## src/rtl/upf_pwr_seq_if.sv

```systemverilog
// Request/acknowledge and power-control bundle between the system mode
// controller, the power sequencer and the UPF switch/isolation/retention cells.
interface upf_pwr_seq_if #(
  parameter int N_DOM = 2
);
  logic             mode_req;
  logic [N_DOM-1:0] mode;
  logic [N_DOM-1:0] pwr_good;
  logic             mode_ack;
  logic             busy;
  logic             req_drop;
  logic             pg_err;
  logic [N_DOM-1:0] pwr_en;
  logic [N_DOM-1:0] iso_en;
  logic [N_DOM-1:0] ret_save;
  logic [N_DOM-1:0] ret_restore;
  logic [N_DOM-1:0] dom_state;

  // Sequencer side
  modport slave (
    input  mode_req, mode, pwr_good,
    output mode_ack, busy, req_drop, pg_err,
    output pwr_en, iso_en, ret_save, ret_restore, dom_state
  );

  // Environment side: mode controller plus power switches
  modport master (
    output mode_req, mode, pwr_good,
    input  mode_ack, busy, req_drop, pg_err,
    input  pwr_en, iso_en, ret_save, ret_restore, dom_state
  );
endinterface

```

## src/rtl/upf_pwr_seq.sv

```systemverilog
// Power-mode sequencer for N_DOM switchable domains.
// A request carries a target on/off vector; domains going down are saved,
// isolated and switched off first, then domains going up are switched on,
// checked for power-good, restored and de-isolated. Power-good waits are
// bounded and a timeout raises the sticky pg_err flag.
module upf_pwr_seq #(
  parameter int N_DOM       = 2,
  parameter int SAVE_CYCLES = 2,
  parameter int ISO_CYCLES  = 1,
  parameter int PG_TIMEOUT  = 16
) (
  input  logic          clk,
  input  logic          reset_n,
  upf_pwr_seq_if.slave  bus
);

  localparam int MAXP_A = (SAVE_CYCLES > ISO_CYCLES) ? SAVE_CYCLES : ISO_CYCLES;
  localparam int MAXP   = (MAXP_A > PG_TIMEOUT) ? MAXP_A : PG_TIMEOUT;
  localparam int CW     = $clog2(MAXP) + 1;

  // Counter values on the last cycle of each timed state
  localparam logic [CW-1:0] SAVE_LAST = CW'(SAVE_CYCLES - 1);
  localparam logic [CW-1:0] ISO_LAST  = CW'(ISO_CYCLES - 1);
  localparam logic [CW-1:0] PG_LAST   = CW'(PG_TIMEOUT - 1);
  localparam logic [CW-1:0] CNT_MAX   = '1;

  typedef enum logic [3:0] {
    S_IDLE,
    S_SAVE,
    S_ISO,
    S_OFF,
    S_ON,
    S_WAIT_PG,
    S_RESTORE,
    S_UNISO,
    S_ACK
  } state_t;

  state_t           r_state;
  logic [CW-1:0]    r_cnt;
  logic [N_DOM-1:0] r_dn;
  logic [N_DOM-1:0] r_up;
  logic [N_DOM-1:0] r_pwr_en;
  logic [N_DOM-1:0] r_iso_en;
  logic [N_DOM-1:0] r_ret_save;
  logic [N_DOM-1:0] r_ret_restore;
  logic [N_DOM-1:0] r_dom_state;
  logic             r_mode_ack;
  logic             r_busy;
  logic             r_req_drop;
  logic             r_pg_err;

  logic [N_DOM-1:0] w_dn;
  logic [N_DOM-1:0] w_up;
  logic [CW-1:0]    w_cnt_inc;
  logic             w_off_done;
  logic             w_up_good;

  // Domains to switch off / on, derived from the committed state
  assign w_dn = r_dom_state & ~bus.mode;
  assign w_up = ~r_dom_state & bus.mode;

  // Saturating increment: the counter never wraps even if a state lingers
  assign w_cnt_inc = (r_cnt == CNT_MAX) ? r_cnt : r_cnt + 1'b1;

  // Power-good status of the domains in flight
  assign w_off_done = ((bus.pwr_good & r_dn) == '0);
  assign w_up_good  = ((bus.pwr_good & r_up) == r_up);

  // Sequencer FSM with all outputs registered
  always_ff @(posedge clk or negedge reset_n) begin
    if (!reset_n) begin
      r_state       <= S_IDLE;
      r_cnt         <= '0;
      r_dn          <= '0;
      r_up          <= '0;
      r_pwr_en      <= '1;
      r_iso_en      <= '0;
      r_ret_save    <= '0;
      r_ret_restore <= '0;
      r_dom_state   <= '1;
      r_mode_ack    <= 1'b0;
      r_busy        <= 1'b0;
      r_req_drop    <= 1'b0;
      r_pg_err      <= 1'b0;
    end else begin
      r_mode_ack <= 1'b0;
      r_req_drop <= bus.mode_req && (r_state != S_IDLE);
      r_cnt      <= w_cnt_inc;

      unique case (r_state)
        S_IDLE: begin
          r_cnt <= '0;
          if (bus.mode_req) begin
            r_dn     <= w_dn;
            r_up     <= w_up;
            r_pg_err <= 1'b0;
            r_busy   <= 1'b1;
            if (w_dn != '0) begin
              r_state    <= S_SAVE;
              r_ret_save <= w_dn;
            end else if (w_up != '0) begin
              r_state  <= S_ON;
              r_pwr_en <= r_pwr_en | w_up;
            end else begin
              r_state    <= S_ACK;
              r_mode_ack <= 1'b1;
            end
          end
        end

        S_SAVE: begin
          if (r_cnt == SAVE_LAST) begin
            r_state    <= S_ISO;
            r_cnt      <= '0;
            r_ret_save <= '0;
            r_iso_en   <= r_iso_en | r_dn;
          end
        end

        S_ISO: begin
          if (r_cnt == ISO_LAST) begin
            r_state  <= S_OFF;
            r_cnt    <= '0;
            r_pwr_en <= r_pwr_en & ~r_dn;
          end
        end

        // A domain that never reports power loss is still treated as off
        S_OFF: begin
          if (w_off_done || (r_cnt == PG_LAST)) begin
            r_cnt       <= '0;
            r_dom_state <= r_dom_state & ~r_dn;
            if (!w_off_done) begin
              r_pg_err <= 1'b1;
            end
            if (r_up != '0) begin
              r_state  <= S_ON;
              r_pwr_en <= r_pwr_en | r_up;
            end else begin
              r_state    <= S_ACK;
              r_mode_ack <= 1'b1;
            end
          end
        end

        S_ON: begin
          r_state <= S_WAIT_PG;
          r_cnt   <= '0;
        end

        // On timeout the switches are turned back off and clamps stay on
        S_WAIT_PG: begin
          if (w_up_good) begin
            r_state       <= S_RESTORE;
            r_cnt         <= '0;
            r_ret_restore <= r_up;
          end else if (r_cnt == PG_LAST) begin
            r_state    <= S_ACK;
            r_cnt      <= '0;
            r_pg_err   <= 1'b1;
            r_pwr_en   <= r_pwr_en & ~r_up;
            r_mode_ack <= 1'b1;
          end
        end

        S_RESTORE: begin
          if (r_cnt == SAVE_LAST) begin
            r_state       <= S_UNISO;
            r_cnt         <= '0;
            r_ret_restore <= '0;
            r_iso_en      <= r_iso_en & ~r_up;
            r_dom_state   <= r_dom_state | r_up;
          end
        end

        S_UNISO: begin
          r_state    <= S_ACK;
          r_cnt      <= '0;
          r_mode_ack <= 1'b1;
        end

        // Requests arriving here are dropped; acceptance resumes in IDLE
        S_ACK: begin
          r_state <= S_IDLE;
          r_cnt   <= '0;
          r_busy  <= 1'b0;
        end

        default: begin
          r_state <= S_IDLE;
          r_cnt   <= '0;
          r_busy  <= 1'b0;
        end
      endcase
    end
  end

  assign bus.mode_ack    = r_mode_ack;
  assign bus.busy        = r_busy;
  assign bus.req_drop    = r_req_drop;
  assign bus.pg_err      = r_pg_err;
  assign bus.pwr_en      = r_pwr_en;
  assign bus.iso_en      = r_iso_en;
  assign bus.ret_save    = r_ret_save;
  assign bus.ret_restore = r_ret_restore;
  assign bus.dom_state   = r_dom_state;

endmodule

```

## src/flat_wrapper.sv

```systemverilog
// flat-port wrapper written by rule: the top's interface ports become plain ports
module upf_pwr_seq_flat 
#(
  parameter int N_DOM       = 2,
  parameter int SAVE_CYCLES = 2,
  parameter int ISO_CYCLES  = 1,
  parameter int PG_TIMEOUT  = 16
)
  (clk, reset_n, bus_mode_req, bus_mode, bus_pwr_good, bus_mode_ack, bus_busy, bus_req_drop, bus_pg_err, bus_pwr_en, bus_iso_en, bus_ret_save, bus_ret_restore, bus_dom_state);
  upf_pwr_seq_if #(.N_DOM(N_DOM)) bus_i ();
  input  logic clk;
  input  logic reset_n;
  input wire logic [$bits(bus_i.mode_req)-1:0] bus_mode_req;
  input wire logic [$bits(bus_i.mode)-1:0] bus_mode;
  input wire logic [$bits(bus_i.pwr_good)-1:0] bus_pwr_good;
  output wire logic [$bits(bus_i.mode_ack)-1:0] bus_mode_ack;
  output wire logic [$bits(bus_i.busy)-1:0] bus_busy;
  output wire logic [$bits(bus_i.req_drop)-1:0] bus_req_drop;
  output wire logic [$bits(bus_i.pg_err)-1:0] bus_pg_err;
  output wire logic [$bits(bus_i.pwr_en)-1:0] bus_pwr_en;
  output wire logic [$bits(bus_i.iso_en)-1:0] bus_iso_en;
  output wire logic [$bits(bus_i.ret_save)-1:0] bus_ret_save;
  output wire logic [$bits(bus_i.ret_restore)-1:0] bus_ret_restore;
  output wire logic [$bits(bus_i.dom_state)-1:0] bus_dom_state;
  assign bus_i.mode_req = bus_mode_req;
  assign bus_i.mode = bus_mode;
  assign bus_i.pwr_good = bus_pwr_good;
  assign bus_mode_ack = bus_i.mode_ack;
  assign bus_busy = bus_i.busy;
  assign bus_req_drop = bus_i.req_drop;
  assign bus_pg_err = bus_i.pg_err;
  assign bus_pwr_en = bus_i.pwr_en;
  assign bus_iso_en = bus_i.iso_en;
  assign bus_ret_save = bus_i.ret_save;
  assign bus_ret_restore = bus_i.ret_restore;
  assign bus_dom_state = bus_i.dom_state;
  upf_pwr_seq #(.N_DOM(N_DOM), .SAVE_CYCLES(SAVE_CYCLES), .ISO_CYCLES(ISO_CYCLES), .PG_TIMEOUT(PG_TIMEOUT)) u_core (.clk(clk), .reset_n(reset_n), .bus(bus_i));
endmodule
```

## config.mk

```make
export PLATFORM = sky130hd
export DESIGN_NAME = upf_pwr_seq_flat
export DESIGN_NICKNAME = d
export VERILOG_FILES = /design/src/rtl/upf_pwr_seq_if.sv /design/src/rtl/upf_pwr_seq.sv /design/src/flat_wrapper.sv
export SDC_FILE = /design/constraint.sdc
export NUM_CORES = 1
export LEC_CHECK = 0
export BUFFER_PORTS_ARGS = -buffer_cell sky130_fd_sc_hd__buf_2
export CAP_MARGIN = 5
export CORE_MARGIN = 4
export CORE_UTILIZATION = 30
export CTS_CLUSTER_SIZE = 10
export DETAILED_ROUTE_END_ITERATION = 10
export PLACE_DENSITY = 0.51
export SYNTH_ARGS = -nofsm -noshare
export SYNTH_HDL_FRONTEND = slang
export SYNTH_SLANG_ARGS = --single-unit
```

## constraint.sdc

```tcl
create_clock -name clk -period 2.3 [get_ports clk]
set_input_delay 0 -clock clk [delete_from_list [all_inputs] [get_ports clk]]
set_output_delay 0 -clock clk [all_outputs]
set_load 0.005 [all_outputs]
```

==> impl_results.md, run 1 <==
- Run status: completed
- Die X: 82.4 um
- Post-CTS Setup Inserts: 0
- Synth Register Bits: 27
- Critical Path Max Stage Delay: between 0.4 and 0.5 ns
- GRT Util Overall: 0.137
- Global-route met3 utilization: 0.0163
- Net count after synthesis: between 150 and 200
- Clock-pin transition on the worst setup and hold timing paths: approximately 0.090 ns
- Layout cells sized above 1: 0.236
- DRT iter0 DRCs: 219
- Fin nets: roughly 230
- Final Max Slew Viols: 0
- Row cnt: 26
- RSZ-0062 raised after global routing: false
- HP Class: in -> reg
- Critical Path AT: 2.32 ns
- DRC: 0
- I/O Buffers: 20
- Wire per inst: approximately 15 um
- Gpl congestion: 0.859
- Area grow syn2layout: 17.3%
- DR pass1 iterations: 4
- Clock Latency Late Sink: ~0.27 ns
- Top-level I/O count: 21
- Clk_skew: 0.00200 ns
- Number of synthesized flops with an enable pin: 0
- Met1 usage: 0.205
- GR Overflow Total: 0
- Busiest grt layer: met1
- Worst rel slew slack: 0.588
- CTS Sinks: 27
- Routed WL: 4360 um
- Worst EP required: roughly 2.5 ns
- H-tree depth: 1
- Num CTS Buffers: 3
- HPWL Detailed: 3330 um
- DRT antenna net count: 0
- Syn Std Cell Area: 1660 sq um
- CP Class: reg -> reg
- Met2 usage: 0.204
- Area of the multi-input gates: 897 sq um
- Antenna Cells: 0
- Pwr dens: 1150 nW/um^2
- Critical path fanouts, max: 7
- Cell Chain, Critical Path: ha_1 > and4b_1 > o21ai_0 > a31oi_2 > and2_4 > mux2_4
- Area share of the largest cell type after synthesis: 0.347
- Critical path's slowest cell: dfrtp_1
- Crit path max-delay family: simple AND/OR/NAND/NOR gates
- Post-route minimum period: 2.15 ns
- Via/cell ratio: 5.17
- Initial antenna violation count: 0
- Post-synth ARST share: 1.00
- Die Ht: 82.4 um
- Setup-failing EPs final: 0
- Syn Area/Cell: between 8 and 9 sq um
- Synth area leaders: dfrtp_1, dfstp_2, o21ai_0
- Leak: 0.804 nW
- Final hold vios: 0
- Slew of the pin with the lowest slew margin: 0.618 ns
- Cts repair resizes: 0
- Root buffer cell: clkbuf_8
- Initial Util: 0.317
- Reg area: 681 sq um
- Die area: 6790 sq um
- Pwr Total: 0.00224 W
- Cell count after synthesis: about 190
- DR vias: around 1500
- CP startpoint kind: flop
- Clock Path Buffers: 2
- Post-synthesis cell type count: around 50
- Fill count: ~540
- Max-cap violations: 0
- Dominant cell type by area after synthesis: dfrtp_1
- Total core area: 5240 sq um
- CP Capture Type: flop
- Fmax: around 470 MHz
- Top FF cell, synth: dfrtp_1
- Max rail drop VDD: ~0.00046 V
- Post-Route Setup TNS: 0 ns
- CTS tree: built
- Largest net degree at the start of global routing: 28
- Vias in the first global route: approximately 1400
- Final Cycle Share: 0.934
- Count of warnings emitted by yosys: 0
- Sequential area share after synthesis: 0.410
- Critical path buffers and inverters: 0
- First-pass GRT wire length: 7040 um
metrics by stage:
step / setup slack, ns / util / area (sq um) / cells / hold WS, ns
after floorplan: 0.262 / - / 1660 / 187 / -0.296
after global placement: 0.261 / 0.361 / 1890 / 281 / 0.0618
after detailed placement: 0.232 / 0.361 / 1890 / 281 / 0.0564
after CTS: 0.164 / 0.372 / 1950 / 286 / 0.0833
after global routing: 0.0401 / 0.372 / 1950 / 286 / 0.117
final: 0.151 / 0.372 / 1950 / 286 / 0.0920
path summary, 6_finish.rpt:
path | start | cells past startpoint | end | slack (ns)
min reg2reg | u_core.bus.busy | 2 | u_core.bus.busy | 0.51
min in group asynchronous | reset_n | 2 | u_core.bus.mode_ack | 0.26
max | u_core.r_cnt[0] | 6 | u_core.r_state[0] | 0.15
max in group asynchronous | reset_n | 2 | u_core.bus.iso_en[1] | 1.63
max reg2reg | u_core.r_cnt[0] | 6 | u_core.r_state[0] | 0.15
min | bus_mode[1] | 3 | u_core.bus.ret_save[1] | 0.09
registers in the layout, summed over array words and instances (netlist names):
| signal | cells |
|---|---|
| u_core.r_up | 2 |
| u_core.bus.ret_save | 2 |
| u_core.bus.busy | 1 |
| u_core.bus.pg_err | 1 |
| u_core.r_dn | 2 |
| u_core.bus.req_drop | 1 |
| u_core.r_cnt | 5 |
| u_core.r_state | 4 |
| u_core.bus.mode_ack | 1 |
| u_core.bus.pwr_en | 2 |
| u_core.bus.dom_state | 2 |
| u_core.bus.ret_restore | 2 |
| u_core.bus.iso_en | 2 |
final cells by class:
class                   instances  share of cell area
multi-input cells             142               0.461
clock buffers                   4              0.0231
flip-flops and latches         27               0.349
inverters                      10              0.0193
well taps                      70              0.0450
repair buffers                 33               0.103
worst min-delay path: cells and delay by family:
family | cells | cell delay [ns]
AO/OA/AOI/OAI | 1 | 0.08
buffers and inverters | 1 | 0.10
AND/OR/NAND/NOR | 1 | 0.15
kinds of logic (layout without fill, tap and decap cells):
group	after synthesis	in the layout	synth area share
fa+ha+maj	3	3	0.0226
mux	2	2	0.0151
xor+xnor	3	3	0.0158
compound gates	59	59	0.233
buf+inv	18	47	0.0497
simple gates	75	75	0.254
flops	27	27	0.410
cell usage in the layout (no fill, tap or decap), drive strengths merged, types with 3 or more instances in the layout:
cell	count
nand2b	5
clkbuf	4
dfrtp	23
ha	3
nand2	14
dfstp	4
inv	10
or2	4
nor2	17
nand3	9
a21oi	15
a31oi	3
nor4	3
buf	32
xnor2	3
o21ai	19
nor3b	3
nor2b	4
nand3b	3
per-layer routing:
layer	vias to the layer above	share of wire
met5	-	0
met4	0	0.016
met3	6	0.042
met2	29	0.43
met1	700	0.51
li1	745	-
synthesized netlist by cell type, types with 4 or more instances:
library cell,n
nand2b_1,5
or2_2,4
a21oi_1,14
inv_1,10
o21ai_0,19
dfstp_2,4
nand3_1,9
nor2b_1,4
dfrtp_1,23
nand2_1,14
clkbuf_1,6
nor2_1,17
report_power, final:
| part | switching (W) | internal, W |
|---|---|---|
| clock | 0.000152 | 0.000124 |
| sequential | 0.000122 | 0.000618 |
| combinational | 0.000669 | 0.000552 |
| total | 0.000943 | 0.00129 |
repair_timing:
action,4_1_cts,5_1_grt
endpoints found under the setup margin,0,0
hold buffers,1,0
endpoints found under the hold margin,23,0
(Power assumes the default switching activity.)
==> run 2: changes to the inputs <==
==> constraint.sdc (replaced) <==
create_clock -name clk -period 2.4 [get_ports clk]
set_input_delay 0 -clock clk [delete_from_list [all_inputs] [get_ports clk]]
set_output_delay 0 -clock clk [all_outputs]
set_load 0.005 [all_outputs]
==> run 2 against run 1 <==
  * Sequential share of layout area increased by 0.41 points
  * Final cell count decreased by 1.0%
  * Core utilization shrank 0.43 points
  * Critical path type unchanged
  * Critical endpoint unchanged
==> impl_results.md, run 2 (synthesis gave the netlist of run 1 again) <==
- Run status: completed
- Biggest regs: u_core.r_cnt x5, u_core.r_state x4
- Leak: slightly below 0.8 nW
- RSZ-0062 raised after global routing: false
- Via/cell ratio: 5.23
- CP startpoint kind: flop
- Max reg flops: 5
- Row cnt: 26
- Gpl congestion: 0.839
- Area grow syn2layout: 16.0%
- HP Class: in -> reg
- Wire per inst: 15.0 um
- Clk_skew: 0.00600 ns
- CP Capture Type: flop
- Worst EP required: 2.57 ns
- Setup-failing EPs final: 0
- Die area: 6790 sq um
- GRT Util Overall: 0.137
- Commonest non-fill, non-tap cell in the layout: dfrtp_1
- Critical path fanouts, max: 7
- Fmax: approximately 480 MHz
- Top-level I/O count: 21
- DR vias: 1480
- Layout cells sized above 1: 0.225
- Worst rel slew slack: 0.577
- Pwr dens: 1100 nW/um^2
- Pwr Total: between 0.002 and 0.0025 W
- GR Overflow Total: 0
- Die X: around 82 um
- Post-Route Setup TNS: 0 ns
- Final hold vios: 0
- Area of the multi-input gates: 897 sq um
- Clock Latency Late Sink: 0.28 ns
- CTS Sinks: 27
- Final Cycle Share: 0.862
- Reg area: 681 sq um
- Initial Util: 0.317
- HPWL Detailed: ~3200 um
- Final Max Slew Viols: 0
- Clock Path Buffers: 2
- DRC: 0
- Critical Path AT: roughly 2.2 ns
- Internal power: 0.00123 W
- Top reg by flops: u_core.r_cnt
- Clk pwr share: 0.125
- Routed WL: 4240 um
- First-pass GRT wire length: 7140 um
- CTS tree: built
- Fin nets: 224
- Initial antenna violation count: 0
- Cts repair resizes: 0
- Max-cap violations: 0
- DR pass1 iterations: 4
- I/O Buffers: 20
- Largest net degree at the start of global routing: 28
- Place WS: between 0.3 and 0.4 ns
- Max rail drop VDD: 0.000371 V
- DRT iter0 DRCs: 53
- Switching power: 0.000899 W
- Seq pwr share: 0.347
- Total core area: ~5200 sq um
- DRT antenna net count: 0
- CP Class: reg -> reg
- Slew of the pin with the lowest slew margin: 0.635 ns
- Fill count: between 500 and 600
- Fraction of power spent switching nets: 0.423
- Clock-pin transition on the worst setup and hold timing paths: 0.09 ns
- Post-route minimum period: between 2 and 2.5 ns
- Num CTS Buffers: 3
- Vias in the first global route: 1424
- Post-CTS Setup Inserts: 0
- Commonest cells after routing, fill and taps aside: dfrtp_1, buf_2, o21ai_0
- Antenna Cells: 0
- Combinational Power Share: 0.527
- Final worst slack: 0.332 ns
- Root buffer cell: clkbuf_8
- H-tree depth: 1
- Die Ht: 82.4 um
- Post-CTS Hold Buffers: 1
[run 2: cell count changes in the layout (fill, tap and decap cells not counted)]
cell and delta:
buf_4 -3
[run 2: critical path, stage by stage, from the launching register on]
cell,delay (ns)
dfrtp_1,0.44
ha_1,0.28
and4b_1,0.27
o21ai_0,0.28
a31oi_2,0.18
and2_4,0.23
mux2_4,0.29
[run 2: final timing paths]
path,depth (start not counted),slack [ns],endpoint,start
worst max-delay path,6,0.33,u_core.r_state[0],u_core.r_cnt[0]
worst min-delay path,3,0.09,u_core.bus.req_drop,bus_mode_req
worst max register to register,6,0.33,u_core.r_state[0],u_core.r_cnt[0]
worst min register to register,1,0.50,u_core.bus.pg_err,u_core.bus.pg_err
max in group asynchronous,2,1.72,u_core.bus.pg_err,reset_n
min in group asynchronous,2,0.27,u_core.r_up[0],reset_n
[run 2: area by class of cell]
cell class / count / area share
Clock buffer: 4 / 0.0234
Timing Repair Buffer: 30 / 0.0923
Inverter: 10 / 0.0195
Sequential cell: 27 / 0.353
Multi-Input combinational cell: 142 / 0.466
Tap cell: 70 / 0.0455
[run 2: stage by stage]
stage / utilization / area [sq um] / instances / hold WS [ns]
4_1_cts: 0.368 / 1930 / 283 / 0.0757
5_1_grt: 0.368 / 1930 / 283 / 0.0980
3_3_place_gp: 0.357 / 1870 / 278 / 0.0686
2_1_floorplan: - / 1660 / 187 / -0.296
6_report: 0.368 / 1930 / 283 / 0.0904
3_5_place_dp: 0.357 / 1870 / 278 / 0.0649
[run 2: routing by layer]
metal | part of all wire | routed length (um) | track usage
met5 | 0 | 0 | 0
met4 | 0.015 | 65 | 0.0415
met3 | 0.059 | 249 | 0.0239
met2 | 0.43 | 1830 | 0.208
met1 | 0.49 | 2100 | 0.198
[run 2: power by group through the flow]
stage | Combinational, W | Clock (W) | Sequential [W]
after floorplan | 0.000836 | 0 | 0.000700
after CTS | 0.00113 | 0.000278 | 0.000739
after global routing | 0.00127 | 0.000292 | 0.000764
after detailed placement | 0.00112 | 0 | 0.000746
after global placement | 0.00112 | 0 | 0.000747
final | 0.00112 | 0.000266 | 0.000738
==> run 3: changes to the inputs <==
--- a/config.mk
+++ b/config.mk
@@ -11,7 +11,7 @@
 export CORE_UTILIZATION = 30
 export CTS_CLUSTER_SIZE = 10
 export DETAILED_ROUTE_END_ITERATION = 10
-export PLACE_DENSITY = 0.51
+export PLACE_DENSITY_LB_ADDON = 0.08
 export SYNTH_ARGS = -nofsm -noshare
 export SYNTH_HDL_FRONTEND = slang
 export SYNTH_SLANG_ARGS = --single-unit
==> run 3 against run 2 <==
  * Critical path depth unchanged
  * Register-to-register slack lost 0.02 ns
  * Core utilization rose by 0.22 points
  * Final cell count increased by 0.35%
  * Non-clock buffer count grew 1
  * Die area unchanged
  * Worst setup slack worse by 0.022 ns
  * Clock skew increased by 0.0012 ns
  * Clock-buffer cell count shrank 1
  * Clock power is 5% higher
  * Design area grew 0.58%
  * Critical endpoint unchanged
==> impl_results.md, run 3 (synthesis gave the netlist of run 1 again) <==
- Row cnt: 26
- Commonest cells after routing, fill and taps aside: dfrtp_1, buf_2, o21ai_0
- DRT antenna net count: 0
- Post-Route Setup TNS: 0 ns
- Run status: completed
- DRT iter0 DRCs: 120
- Pwr dens: between 1000 and 1500 nW/um^2
- Wire per inst: approximately 17 um
- H-tree depth: 1
- Initial antenna violation count: 0
- Final hold vios: 0
- Placed cells: 279
- Via/cell ratio: 5.42
- Routed WL: 4750 um
- Worst rel slew slack: 0.580
- Final Max Slew Viols: 0
- Clk_skew: 0.00721 ns
- Biggest regs: u_core.r_cnt x5, u_core.r_state x4
- Slew of the pin with the lowest slew margin: roughly 0.63 ns
- Top reg by flops: u_core.r_cnt
- Layout cells sized above 1: 0.234
- CTS tree: built
- Critical Path AT: 2.27 ns
- Max reg flops: 5
- Critical path fanouts, max: 7
- Max rail drop VDD: 0.000562 V
- DRC: 0
- Largest net degree at the start of global routing: 28
- Vias in the first global route: 1528
- Final Cycle Share: 0.871
- Root buffer cell: clkbuf_8
- Post-route minimum period: 2.09 ns
- I/O Buffers: 20
- Max-cap violations: 0
- Top-level I/O count: 21
- Antenna Cells: 0
- Clock-pin transition on the worst setup and hold timing paths: 0.11 ns
- Die area: 6790 sq um
- CTS Sinks: 27
- Clock Latency Late Sink: 0.28 ns
- Fin nets: between 200 and 250
- Initial Util: 0.317
- Leak: 0.792 nW
- First-pass GRT wire length: 7750 um
- CP Class: reg -> reg
- Gpl congestion: 0.889
- DR pass1 iterations: 4
- GRT Util Overall: 0.151
- Layout Cells excl Fill: 284
- HPWL Detailed: 3630 um
- Die X: 82.4 um
- Setup-failing EPs final: 0
- Area grow syn2layout: 16.7%
- Clock Path Buffers: 2
- Commonest non-fill, non-tap cell in the layout: dfrtp_1
- Cts repair resizes: 0
- Die Ht: approximately 80 um
- Num CTS Buffers: 3
- Total core area: 5240 sq um
- GR Overflow Total: 0
- HP Class: in -> reg
- CP startpoint kind: flop
- Fmax: ~480 MHz
- CP Capture Type: flop
- Worst EP required: 2.58 ns
- Final Cell Area: 1940 sq um
- DR vias: between 1500 and 2000
- RSZ-0062 raised after global routing: false
- Dpl cell area: 1880 sq um
-- run 3: cell types whose count changed in the layout (fill, tap and decap cells not counted) --
cell and delta:
buf_4 +1, clkbuf_1 -1, clkinvlp_4 +1
-- run 3: final cells by class --
cell class / instances / area [sq um]
Multi-Input combinational cell: 142 / 897
Inverter: 10 / 37.5
Fill cell: 544 / 3300
Tap cell: 70 / 87.6
Clock buffer: 3 / 41.3
Sequential cell: 27 / 681
Timing Repair Buffer: 31 / 185
Clock inverter: 1 / 7.51
-- run 3: what timing repair did --
| action | CTS | global route |
|---|---|---|
| hold endpoints to repair | 23 | 0 |
| setup buffers | 0 | 0 |
| hold buffers | 1 | 0 |
-- run 3: final timing paths --
path	cells after the start	startpoint	slack, ns	to
min in group asynchronous	2	reset_n	0.26	u_core.bus.iso_en[0]
hold / removal	3	bus_mode_req	0.07	u_core.bus.req_drop
hold reg to reg	2	u_core.bus.busy	0.51	u_core.bus.busy
setup reg to reg	6	u_core.r_cnt[0]	0.31	u_core.r_state[0]
max in group asynchronous	2	reset_n	1.72	u_core.r_up[0]
setup / recovery	6	u_core.r_cnt[0]	0.31	u_core.r_state[0]
-- run 3: report_power, final --
part / leakage, nW / total [W] / switching, W / internal (W)
sequential: 0.329 / 0.000708 / 0.000116 / 0.000592
combinational: 0.441 / 0.00118 / 0.000664 / 0.000521
clock: 0.0217 / 0.000278 / 0.000160 / 0.000118
total: 0.792 / 0.00217 / 0.000940 / 0.00123
-- run 3: metrics by stage --
stage	hold slack, ns	power, W	worst slack, ns	utilization
after detailed placement	0.0620	0.00190	0.330	0.359
after global routing	0.100	0.00235	0.164	0.370
after global placement	0.0478	0.00189	0.383	0.359
final	0.0703	0.00217	0.310	0.370
after CTS	0.0700	0.00219	0.310	0.370
after floorplan	-0.296	0.00154	0.362	-
-- run 3: metal layers --
metal  wire length (um)  share of wire  up-vias  GRT usage
met1               2200           0.46      749      0.200
met2               2230           0.47       44      0.254
li1                   -              -      739          -
met3                258          0.054        7     0.0239
met4                 53          0.011        0     0.0382
met5                  0              0        -          0
-- run 3: worst max-delay path, cell delays in order (launching register included) --
cell	delay (ns)
dfrtp_1	0.45
ha_1	0.28
and4b_1	0.28
o21ai_0	0.27
a31oi_2	0.19
and2_4	0.23
mux2_4	0.29
